`config.mk`:
```
export PLATFORM = sky130hd
export DESIGN_NAME = prog_loader_flat
export DESIGN_NICKNAME = d
export VERILOG_FILES = /design/src/rtl/loader_pkg.sv /design/src/rtl/prog_loader_if.sv /design/src/rtl/loader_hold_ctr.sv /design/src/rtl/prog_loader.sv /design/src/flat_wrapper.sv
export SDC_FILE = /design/constraint.sdc
export NUM_CORES = 1
export LEC_CHECK = 0
export CAP_MARGIN = 25
export CORE_MARGIN = 2
export CORE_UTILIZATION = 25
export CTS_CLUSTER_SIZE = 30
export DETAILED_ROUTE_END_ITERATION = 12
export GPL_ROUTABILITY_DRIVEN = 1
export HOLD_SLACK_MARGIN = 0.02
export PLACE_DENSITY_LB_ADDON = 0.25
export SLEW_MARGIN = 30
export SYNTH_ARGS = -nofsm -noshare
export SYNTH_HDL_FRONTEND = slang
export SYNTH_SLANG_ARGS = --single-unit
```
`constraint.sdc`:
```
create_clock -name clk -period 2 [get_ports clk]
set_clock_uncertainty 0.15 [all_clocks]
set_input_delay 0.4 -clock clk [delete_from_list [all_inputs] [get_ports clk]]
set_output_delay 0.4 -clock clk [all_outputs]
set_load 0.01 [all_outputs]
```
`src/rtl/loader_pkg.sv`:
```
// Shared types for the SAP program loader: FSM state encoding and the SAP opcode set
// used to build program images.
package loader_pkg;

  typedef enum logic [2:0] {
    StIdle,
    StLoad,
    StCheck,
    StHold,
    StRun
  } loader_state_e;

  localparam logic [3:0] OpNop = 4'h0;
  localparam logic [3:0] OpLda = 4'h1;
  localparam logic [3:0] OpAdd = 4'h2;
  localparam logic [3:0] OpSub = 4'h3;
  localparam logic [3:0] OpSta = 4'h4;
  localparam logic [3:0] OpLdi = 4'h5;
  localparam logic [3:0] OpJmp = 4'h6;
  localparam logic [3:0] OpJc  = 4'h7;
  localparam logic [3:0] OpJz  = 4'h8;
  localparam logic [3:0] OpOut = 4'hE;
  localparam logic [3:0] OpHlt = 4'hF;

  function automatic logic [7:0] mk_instr(input logic [3:0] op, input logic [3:0] arg);
    return {op, arg};
  endfunction

endpackage

```
`src/rtl/prog_loader_if.sv`:
```
// Byte-stream input handshake plus RAM write port of the program loader.
interface prog_loader_if #(
  parameter int unsigned ADDR_W = 4
);
  logic [7:0]        in_data;
  logic              in_valid;
  logic              in_ready;
  logic [ADDR_W-1:0] ram_addr;
  logic [7:0]        ram_data;
  logic              ram_we;

  modport master (
    output in_data, in_valid,
    input  in_ready, ram_addr, ram_data, ram_we
  );

  modport slave (
    input  in_data, in_valid,
    output in_ready, ram_addr, ram_data, ram_we
  );
endinterface

```
`src/rtl/loader_hold_ctr.sv`:
```
// Loadable down-counter that times the CPU clear-hold window; zero flags expiry.
module loader_hold_ctr #(
  parameter int unsigned W = 3
) (
  input  logic         clk,
  input  logic         clr,
  input  logic         load,
  input  logic         dec,
  input  logic [W-1:0] val,
  output logic         zero
);

  logic [W-1:0] cnt_q;

  always_ff @(posedge clk or posedge clr) begin
    if (clr) begin
      cnt_q <= '0;
    end else if (load) begin
      cnt_q <= val;
    end else if (dec && (cnt_q != '0)) begin
      cnt_q <= cnt_q - W'(1);
    end
  end

  assign zero = (cnt_q == '0);

endmodule

```
`src/rtl/prog_loader.sv`:
```
// Streams a program image into the SAP board RAM while holding the CPU in clear.
// Optional trailing checksum byte is enabled by defining LOADER_CHECKSUM_EN.
module prog_loader
  import loader_pkg::*;
#(
  parameter int unsigned NWORDS   = 16,
  parameter int unsigned ADDR_W   = 4,
  parameter int unsigned CLR_HOLD = 4
) (
  input  logic             clk,
  input  logic             clr,
  input  logic             load_start,
  prog_loader_if.slave     bus,
  output logic             cpu_clr,
  output logic             busy,
  output logic             done,
  output logic             err
);

  localparam int unsigned CW = ADDR_W + 1;
  localparam int unsigned HW = $clog2(CLR_HOLD + 2);
  localparam logic [CW-1:0] LastIdx = CW'(NWORDS - 1);
  // One extra count covers the cycle in which the last registered ram_we is still high.
  localparam logic [HW-1:0] HoldLoad = HW'(CLR_HOLD + 1);

  loader_state_e     state_q, state_d;
  logic [CW-1:0]     cnt_q;
  logic [ADDR_W-1:0] addr_q;
  logic [7:0]        data_q;
  logic              we_q;
  logic              accept, start, last;
  logic              hold_load, hold_zero;

  assign accept = bus.in_valid && bus.in_ready;
  assign start  = load_start && ((state_q == StIdle) || (state_q == StRun));
  assign last   = (cnt_q == LastIdx);

`ifdef LOADER_CHECKSUM_EN
  logic [7:0] sum_q, sum_nx;
  logic       err_q, sum_ok;
  assign sum_nx = sum_q + bus.in_data;
  assign sum_ok = (sum_nx == 8'h00);
  assign err    = err_q;
`else
  assign err = 1'b0;
`endif

  always_ff @(posedge clk or posedge clr) begin
    if (clr) begin
      state_q <= StIdle;
    end else begin
      state_q <= state_d;
    end
  end

  always_comb begin
    state_d = state_q;
    unique case (state_q)
      StIdle, StRun: if (load_start) state_d = StLoad;
      StLoad: begin
        if (accept && last) begin
`ifdef LOADER_CHECKSUM_EN
          state_d = StCheck;
`else
          state_d = StHold;
`endif
        end
      end
      StCheck: begin
`ifdef LOADER_CHECKSUM_EN
        if (accept) state_d = sum_ok ? StHold : StIdle;
`else
        state_d = StIdle;
`endif
      end
      StHold: if (hold_zero) state_d = StRun;
      default: state_d = StIdle;
    endcase
  end

  always_comb begin
    bus.in_ready = 1'b0;
    cpu_clr      = 1'b1;
    busy         = 1'b0;
    done         = 1'b0;
    unique case (state_q)
      StLoad, StCheck: begin
        bus.in_ready = 1'b1;
        busy         = 1'b1;
      end
      StHold: busy = 1'b1;
      StRun: begin
        cpu_clr = 1'b0;
        done    = 1'b1;
      end
      default: ;
    endcase
  end

  always_ff @(posedge clk or posedge clr) begin
    if (clr) begin
      cnt_q  <= '0;
      addr_q <= '0;
      data_q <= '0;
      we_q   <= 1'b0;
`ifdef LOADER_CHECKSUM_EN
      sum_q  <= '0;
      err_q  <= 1'b0;
`endif
    end else begin
      we_q <= 1'b0;
      if (start) begin
        cnt_q <= '0;
`ifdef LOADER_CHECKSUM_EN
        sum_q <= '0;
        err_q <= 1'b0;
`endif
      end else if ((state_q == StLoad) && accept) begin
        we_q   <= 1'b1;
        addr_q <= cnt_q[ADDR_W-1:0];
        data_q <= bus.in_data;
        cnt_q  <= cnt_q + CW'(1);
`ifdef LOADER_CHECKSUM_EN
        sum_q  <= sum_nx;
      end else if ((state_q == StCheck) && accept && !sum_ok) begin
        err_q  <= 1'b1;
`endif
      end
    end
  end

  assign bus.ram_we   = we_q;
  assign bus.ram_addr = addr_q;
  assign bus.ram_data = data_q;

  assign hold_load = (state_q != StHold) && (state_d == StHold);

  loader_hold_ctr #(
    .W (HW)
  ) u_hold_ctr (
    .clk  (clk),
    .clr  (clr),
    .load (hold_load),
    .dec  (state_q == StHold),
    .val  (HoldLoad),
    .zero (hold_zero)
  );

endmodule

```
`src/flat_wrapper.sv`:
```
// flat-port wrapper written by rule: the top's interface ports become plain ports
module prog_loader_flat import loader_pkg::*;
#(
  parameter int unsigned NWORDS   = 16,
  parameter int unsigned ADDR_W   = 4,
  parameter int unsigned CLR_HOLD = 4
)
  (clk, clr, load_start, cpu_clr, busy, done, err, bus_in_data, bus_in_valid, bus_in_ready, bus_ram_addr, bus_ram_data, bus_ram_we);
  prog_loader_if #(.ADDR_W(ADDR_W)) bus_i ();
  input  logic clk;
  input  logic clr;
  input  logic load_start;
  output logic cpu_clr;
  output logic busy;
  output logic done;
  output logic err;
  input wire logic [$bits(bus_i.in_data)-1:0] bus_in_data;
  input wire logic [$bits(bus_i.in_valid)-1:0] bus_in_valid;
  output wire logic [$bits(bus_i.in_ready)-1:0] bus_in_ready;
  output wire logic [$bits(bus_i.ram_addr)-1:0] bus_ram_addr;
  output wire logic [$bits(bus_i.ram_data)-1:0] bus_ram_data;
  output wire logic [$bits(bus_i.ram_we)-1:0] bus_ram_we;
  assign bus_i.in_data = bus_in_data;
  assign bus_i.in_valid = bus_in_valid;
  assign bus_in_ready = bus_i.in_ready;
  assign bus_ram_addr = bus_i.ram_addr;
  assign bus_ram_data = bus_i.ram_data;
  assign bus_ram_we = bus_i.ram_we;
  prog_loader #(.NWORDS(NWORDS), .ADDR_W(ADDR_W), .CLR_HOLD(CLR_HOLD)) u_core (.clk(clk), .clr(clr), .load_start(load_start), .bus(bus_i), .cpu_clr(cpu_clr), .busy(busy), .done(done), .err(err));
endmodule
```
==> results of run 1 <==
-- worst min-delay path by stage --
stage                     depth (start not counted)  slack, ns                     end
after CTS                                         3       0.32  u_core.bus.ram_addr[0]
after floorplan                                   1       0.26  u_core.bus.ram_addr[0]
after global routing                              3       0.36       u_core.bus.ram_we
final                                             3       0.31  u_core.bus.ram_addr[0]
after global placement                            1       0.33         u_core.cnt_q[3]
after detailed placement                          1       0.33         u_core.cnt_q[4]
-- worst max-delay path, cell delays in order, from the launching register on --
cell and delay (ns):
dfrtp_2 0.43, nor2_1 0.14, buf_4 0.14, nor2_1 0.03, dlygate4sd2_1 0.28
-- per-layer routing --
metal	routed length (um)	track usage (%)	vias to the layer above
met1	1040	12.1	392
li1	-	-	374
met2	926	14.0	17
met3	112	2.33	5
met4	44	5.13	0
met5	0	0	-
-- sequential cells by signal (all words and copies together) (netlist names) --
signal,cells
u_core.bus.ram_we,1
u_core.state_q,3
u_core.cnt_q,5
u_core.u_hold_ctr.cnt_q,3
u_core.bus.ram_data,8
u_core.bus.ram_addr,4
-- report_power, final --
part | switching, mW | internal [mW] | total (mW)
registers | 0.129 | 0.688 | 0.817
logic | 0.378 | 0.551 | 0.929
clock network | 0.158 | 0.268 | 0.426
total | 0.665 | 1.51 | 2.17
-- kinds of logic after synthesis --
| family | after synthesis | share of synthesized area, % |
|---|---|---|
| flops | 24 | 55.6 |
| simple gates | 23 | 11.8 |
| xor+xnor | 1 | 0.810 |
| fa+ha+maj | 4 | 4.63 |
| mux | 15 | 15.4 |
| other cells | 1 | 0.347 |
| compound gates | 9 | 5.90 |
| buf+inv | 11 | 5.56 |
-- placed cells by master, fill, tap and decap left out, types with 2 or more instances in the layout --
cell | netlist | layout
a22o_1 | 2 | 2
buf_4 | 1 | 5
clkbuf_8 | 0 | 3
clkdlybuf4s50_1 | 0 | 24
dfrtp_1 | 24 | 22
dfrtp_2 | 0 | 2
dlygate4sd2_1 | 0 | 4
ha_1 | 4 | 4
inv_1 | 8 | 8
mux2_2 | 13 | 13
mux2i_1 | 2 | 2
nand2_1 | 7 | 7
nand3_1 | 3 | 3
nor2_1 | 3 | 3
o21ai_0 | 2 | 2
-- what timing repair did --
action | CTS | global route
endpoints found under the setup margin | 4 | 0
setup buffers | 2 | 0
resized for setup | 6 | 0
-- final cells by class --
cell class / count / area share, %
Multi-Input combinational cell: 53 / 27.7
Sequential cell: 24 / 39.7
Inverter: 8 / 1.98
Timing Repair Buffer: 34 / 21.9
Clock inverter: 1 / 1.98
Tap cell: 50 / 4.12
Clock buffer: 3 / 2.72
-- metrics by stage --
stage | std cells | cell area (um^2) | setup WS, ns
floorplan | 88 | 1080 | 0.497
global placement | 167 | 1440 | 0.0804
detailed placement | 167 | 1440 | 0.0725
CTS | 173 | 1520 | 0.138
global route | 173 | 1520 | 0.0836
finish | 173 | 1520 | 0.151
==> flow_summary.ini, run 1 <==
[status]
status = completed

[sta]
setup_viol = 0
tns_ns = 0
finalHoldViolCount = 0
drv_slew = 0
whs_ns = 0.306
finalCritPeriodShare_pct = 92.4
period_needed_ns = 1.85
rsz0062_at_grt = no
fmax_mhz = 541

[cts]
cts-root-buf = clkbuf_8
clock_latency_ns = 0.27
postCtsHoldBufs = 0
cts-buffers-inserted = 3
cts_tree = done
path_clk_slew_ns = 0.09
cts.sinks = 24
h-tree-depth = 1
clock_path_buffers = 2

[floorplan]
die_h_um = 69.8
initial_utilization_pct = 26.5
num_rows = 23
coreArea_um2 = 4090
io_pins = 30
die_area_um2 = 4870
die_w_um = 69.8

[placement]
gp_congestion = 0.720
io_buffers = 28
hpwl_um = 1550

[worst_hold_path]
hold_path_class = input pin to async pin

[pwr]
p_leak_nw = 0.688
power_density_nw_per_um2 = 1430
p_total_mw = 2.17
ir_drop_mv = 0.504

[synth]
netlist_top_cells_count = dfrtp_1 (24), mux2_2 (13), inv_1 (8)
ys_seq_area_share_pct = 55.6
synth_edf_count = 0
synth_area_um2 = 1080
yosys_warnings = 0
synth_ff_type = dfrtp_1
synth.most_common_cell = dfrtp_1
ys_seq_elements = 24
syn_nets = 104
synth.area.top_cells = dfrtp_1 (56%), mux2_2 (14%), ha_1 (4.6%), inv_1 (2.8%), nand2_1 (2.4%)
async_reset_ff_share_pct = 100
yosysTopAreaCell = dfrtp_1
synth_top_cell_area_share_pct = 55.6
synth_cells = 88
ys_types = 29
synth_area_per_cell_um2 = 12.3

[layout]
fin_nets = 140
layout-drive-gt1-share_pct = 22.8
n_fill_cell = 405
antenna_cells = 0
synthToLayoutAreaGrowth_pct = 40.6
multi_input_area_um2 = 420
seq_area_um2 = 603
post-route-util_pct = 37.2

[global_route]
grt_pass1_wl_um = 3550
grt_start_max_net_pins = 25
grt_pass1_vias = 737
track_usage_pct = 9.26
grt_remaining_overflow = 0
grt_antenna_before_repair = 0

[worst_setup_path]
reg2reg_slack_ns = 0.40
r2r_cells = 3
critPathMaxFanout = 4
crit_end = busy
start_kind = flip-flop
r2r_end = u_core.bus.ram_addr[2]
critPathArrivalTime_ns = 1.30
crit_required_ns = 1.45
worst-setup-path-type = flip-flop to output port
r2r_start = u_core.state_q[2]
cp-end-kind = output port
cp-startpoint = u_core.state_q[1]

[routing]
finalWirelength_um = 2120
first_pass_iters = 4
drtIter0Drc = 16
wire_per_inst_um = 12.3
vias = 788
drc = 0
via_per_inst = 4.55
ant_nets = 0

[run]
drv_cap = 0
Note: power is estimated with default switching activity, not from simulation.
==> run 2: changes to the inputs <==
--- a/config.mk
+++ b/config.mk
@@ -6,6 +6,7 @@
 export NUM_CORES = 1
 export LEC_CHECK = 0
 export CAP_MARGIN = 25
+export CORE_ASPECT_RATIO = 1.75
 export CORE_MARGIN = 2
 export CORE_UTILIZATION = 25
 export CTS_CLUSTER_SIZE = 30
@@ -13,6 +14,7 @@
 export GPL_ROUTABILITY_DRIVEN = 1
 export HOLD_SLACK_MARGIN = 0.02
 export PLACE_DENSITY_LB_ADDON = 0.25
+export SKIP_LAST_GASP = 1
 export SLEW_MARGIN = 30
 export SYNTH_ARGS = -nofsm -noshare
 export SYNTH_HDL_FRONTEND = slang
==> flow_summary.ini, run 2 (same netlist as run 1, synthesis figures left out) <==
[placement]
hpwl_um = 1700
place_ws_ns = 0.0899
io_buffers = 28
post-place-cells = 165
gp_congestion = 0.627

[pwr]
combPwrFrac_pct = 44.3
ir_drop_mv = 0.570
power_density_nw_per_um2 = 1390
pwr-share-clk_pct = 15.8
swShare_pct = 31.8
p_sw_uw = 661
p_leak_nw = 0.676
internal_power_mw = 1.42
pwr-share-seq_pct = 39.9

[sta]
finalCritPeriodShare_pct = 91.6
fmax_mhz = 546
finalHoldViolCount = 0
rsz0062_at_grt = no
period_needed_ns = 1.83
worst_slack_ns = 0.167
setup_viol = 0
tns_ns = 0
drv_slew = 0

[global_route]
grt_pass1_vias = 825
grt_remaining_overflow = 0
grt_antenna_before_repair = 0
grt_pass1_wl_um = 3630
track_usage_pct = 10.3
grt_start_max_net_pins = 25

[layout]
largest_reg_flops = 8
mostFrequentLayoutCells = clkdlybuf4s50_1 (24), dfrtp_1 (22), mux2_2 (13), inv_1 (8), nand2_1 (7)
antenna_cells = 0
final_common_cell = clkdlybuf4s50_1
fin_nets = 139
n_fill_cell = 418
finalNonFillerCells = 171
synthToLayoutAreaGrowth_pct = 38.5
layout-drive-gt1-share_pct = 23.0

[floorplan]
die_w_um = 53.7
die_h_um = 91.0
die_area_um2 = 4890
coreArea_um2 = 4150
num_rows = 31
io_pins = 30
initial_utilization_pct = 26.0

[routing]
finalWirelength_um = 2230
drc = 0
vias = 763
first_pass_iters = 4
ant_nets = 0
wire_per_inst_um = 13.0
drtIter0Drc = 5
via_per_inst = 4.46

[worst_setup_path]
worst-setup-path-type = flip-flop to output port
cp-end-kind = output port
critPathTopFamily = flip-flops
max_stage_delay_ns = 0.44
crit_slowest_cell = dfrtp_2
reg2reg_slack_ns = 0.31
crit_required_ns = 1.45
worstPathCellList = nor2_2, buf_4, nor2_1, dlygate4sd2_1
start_kind = flip-flop
critPathArrivalTime_ns = 1.28
path_buf_inv = 2
critPathMaxFanout = 3

[cts]
cts.sinks = 24
clock_path_buffers = 2
cts-buffers-inserted = 3
cts_tree = done
cts-root-buf = clkbuf_8
path_clk_slew_ns = 0.08
h-tree-depth = 1
clock_latency_ns = 0.27

[status]
status = completed

[run]
drv_cap = 0

[worst_hold_path]
hold_path_class = input pin to async pin
## run 2: cell type report
cell class                 count  area, um^2  area share, %
tap                           49        61.3           4.09
multi-input combinational     53         423           28.2
timing repair buffer          33         325           21.7
inverter                       8        30.0           2.01
clock buffer                   4        55.1           3.68
sequential                    24         603           40.3
## run 2: worst register-to-register path, cell delays in order, from the launching register on
cell and delay [ns]:
dfrtp_2 0.44, buf_4 0.16, and4bb_2 0.33, buf_12 0.16, mux2_2 0.35
## run 2: layer usage
metal / track usage [%] / vias to the layer above / share of wire (%)
met1: 11.0 / 375 / 38
met5: 0 / - / 0
met3: 1.64 / 7 / 2.6
li1: - / 366 / -
met4: 8.55 / 0 / 4.2
met2: 16.5 / 15 / 56
## run 2: final timing paths
path                                        start                     end  cells past startpoint
worst max-delay path            u_core.state_q[1]                    busy                      4
worst min-delay path                          clr  u_core.bus.ram_data[1]                      3
worst max register to register  u_core.state_q[1]  u_core.bus.ram_data[5]                      4
worst min register to register    u_core.cnt_q[3]         u_core.cnt_q[3]                      1
max in group asynchronous                     clr       u_core.state_q[0]                      3
min in group clk                  u_core.cnt_q[3]         u_core.cnt_q[3]                      1
## run 2: metrics by stage
| stage | total power [mW] | util, % | hold slack (ns) | instance area [um^2] |
|---|---|---|---|---|
| final | 2.08 | 36.1 | 0.321 | 1500 |
| after global routing | 2.24 | 36.1 | 0.346 | 1500 |
| after CTS | 2.12 | 36.1 | 0.329 | 1500 |
| after detailed placement | 1.77 | 34.4 | 0.344 | 1430 |
| after global placement | 1.74 | 34.4 | 0.335 | 1430 |
| after floorplan | 1.33 | - | 0.265 | 1080 |
## run 2: power groups by stage
stage	Clock, mW	Sequential [mW]	Combinational, mW
floorplan	0	0.864	0.463
global placement	0	0.840	0.903
detailed placement	0	0.850	0.923
CTS	0.343	0.837	0.940
global route	0.367	0.857	1.02
finish	0.327	0.830	0.920
## run 2: timing repair
item | 4_1_cts | 5_1_grt
gates resized for setup | 7 | 0
hold buffers | 0 | 0
buffers inserted | 2 | 0
hold endpoints to repair | 0 | 0
endpoints found under the setup margin | 4 | 0
==> run 3: changes to the inputs <==
--- a/config.mk
+++ b/config.mk
@@ -8,7 +8,7 @@
 export CAP_MARGIN = 25
 export CORE_ASPECT_RATIO = 1.75
 export CORE_MARGIN = 2
-export CORE_UTILIZATION = 25
+export CORE_UTILIZATION = 40
 export CTS_CLUSTER_SIZE = 30
 export DETAILED_ROUTE_END_ITERATION = 12
 export GPL_ROUTABILITY_DRIVEN = 1
==> flow_summary.ini, run 3 (same netlist as run 1, synthesis figures left out) <==
[status]
status = completed

[layout]
synthToLayoutAreaGrowth_pct = 36.1
final_common_cell = clkdlybuf4s50_1
post-route-util_pct = 56.0
finalNonFillerCells = 150
mostFrequentLayoutCells = clkdlybuf4s50_1 (24), dfrtp_1 (23), mux2_2 (13), inv_1 (8), nand2_1 (7)
largest_reg_flops = 8
fin_nets = 141
final_area_um2 = 1470
layout-drive-gt1-share_pct = 22.0
antenna_cells = 0

[routing]
first_pass_iters = 4
drtIter0Drc = 13
drc = 0
wire_per_inst_um = 13.7
finalWirelength_um = 2050
vias = 770
ant_nets = 0
via_per_inst = 5.13

[worst_setup_path]
crit_required_ns = 1.45
cp-end-kind = output port
start_kind = flip-flop
critPathArrivalTime_ns = 1.32
path_buf_inv = 2
max_stage_delay_ns = 0.44
critPathTopFamily = flip-flops
worstPathCellList = nor2_1, buf_4, nor2_1, dlygate4sd2_1
worst-setup-path-type = flip-flop to output port
critPathMaxFanout = 4
crit_top_cell = nor2_1
crit_slowest_cell = dfrtp_2

[global_route]
grt_start_max_net_pins = 25
grt_pass1_vias = 798
grt_pass1_wl_um = 3530
grt_antenna_before_repair = 0
grt_remaining_overflow = 0
track_usage_pct = 14.9

[floorplan]
die_h_um = 72.8
io_pins = 30
initial_utilization_pct = 41.1
die_area_um2 = 3150
coreArea_um2 = 2630
die_w_um = 43.3
num_rows = 25

[sta]
finalCritPeriodShare_pct = 93.6
setup_viol = 0
rsz0062_at_grt = no
tns_ns = 0
fmax_mhz = 534
period_needed_ns = 1.87
drv_slew = 0
finalHoldViolCount = 0
whs_ns = 0.318
worst_slack_ns = 0.127

[placement]
post-place-cells = 144
place_ws_ns = 0.0793
hpwl_um = 1530
dpl_cell_area_um2 = 1410
io_buffers = 28
gp_congestion = 0.720

[pwr]
pwr-share-clk_pct = 13.5
power_density_nw_per_um2 = 1380
swShare_pct = 31.9
p_leak_nw = 0.680
p_sw_uw = 650
internal_power_mw = 1.39
p_total_mw = 2.04
ir_drop_mv = 0.813
pwr-share-seq_pct = 40.4
combPwrFrac_pct = 46.2

[cts]
h-tree-depth = 1
cts-root-buf = clkbuf_8
clock_path_buffers = 2
cts_tree = done
path_clk_slew_ns = 0.08
postCtsHoldBufs = 0
cts-buffers-inserted = 3
cts.sinks = 24
clock_latency_ns = 0.26

[worst_hold_path]
hold_path_class = input pin to async pin

[run]
drv_cap = 0
## run 3: timing repair
action                                  4_1_cts  5_1_grt
pin swaps                                     1        0
endpoints found under the setup margin        4        1
gates resized for setup                       4        1
gates cloned                                  0        0
buffers inserted                              3        0
hold endpoints to repair                      0        0
## run 3: final cells by class
type | count | area, um^2
clock buffers | 3 | 41.3
fillers | 251 | 1160
flip-flops and latches | 24 | 602
multi-input cells | 53 | 420
inverters | 8 | 30.0
repair buffers | 35 | 344
well taps | 27 | 33.8
## run 3: power groups by stage
stage | Sequential, mW | Clock (mW) | Combinational, mW
global placement | 0.830 | 0 | 0.897
finish | 0.822 | 0.274 | 0.940
global route | 0.854 | 0.298 | 1.03
floorplan | 0.864 | 0 | 0.463
CTS | 0.826 | 0.286 | 0.955
detailed placement | 0.838 | 0 | 0.925
## run 3: worst paths after layout
check / slack (ns) / cells after the start / start / endpoint
setup / recovery: 0.13 / 4 / u_core.state_q[0] / busy
hold / removal: 0.32 / 3 / clr / u_core.state_q[2]
setup reg to reg: 0.40 / 5 / u_core.cnt_q[0] / u_core.cnt_q[4]
hold reg to reg: 0.35 / 1 / u_core.cnt_q[3] / u_core.cnt_q[3]
max in group asynchronous: 1.13 / 3 / clr / u_core.state_q[0]
min in group clk: 0.35 / 1 / u_core.cnt_q[3] / u_core.cnt_q[3]
## run 3: worst min-delay path, delay by kind of cell
kind	cells	cell delay, ns
buf+inv	3	0.72
## run 3: metal layers
| layer | global-route usage (%) | up-vias | part of all wire (%) |
|---|---|---|---|
| met1 | 16.7 | 374 | 39 |
| met4 | 10.1 | 0 | 2.6 |
| met5 | 0 | - | 0 |
| met3 | 1.49 | 6 | 3.2 |
| met2 | 25.9 | 20 | 55 |
| li1 | - | 370 | - |
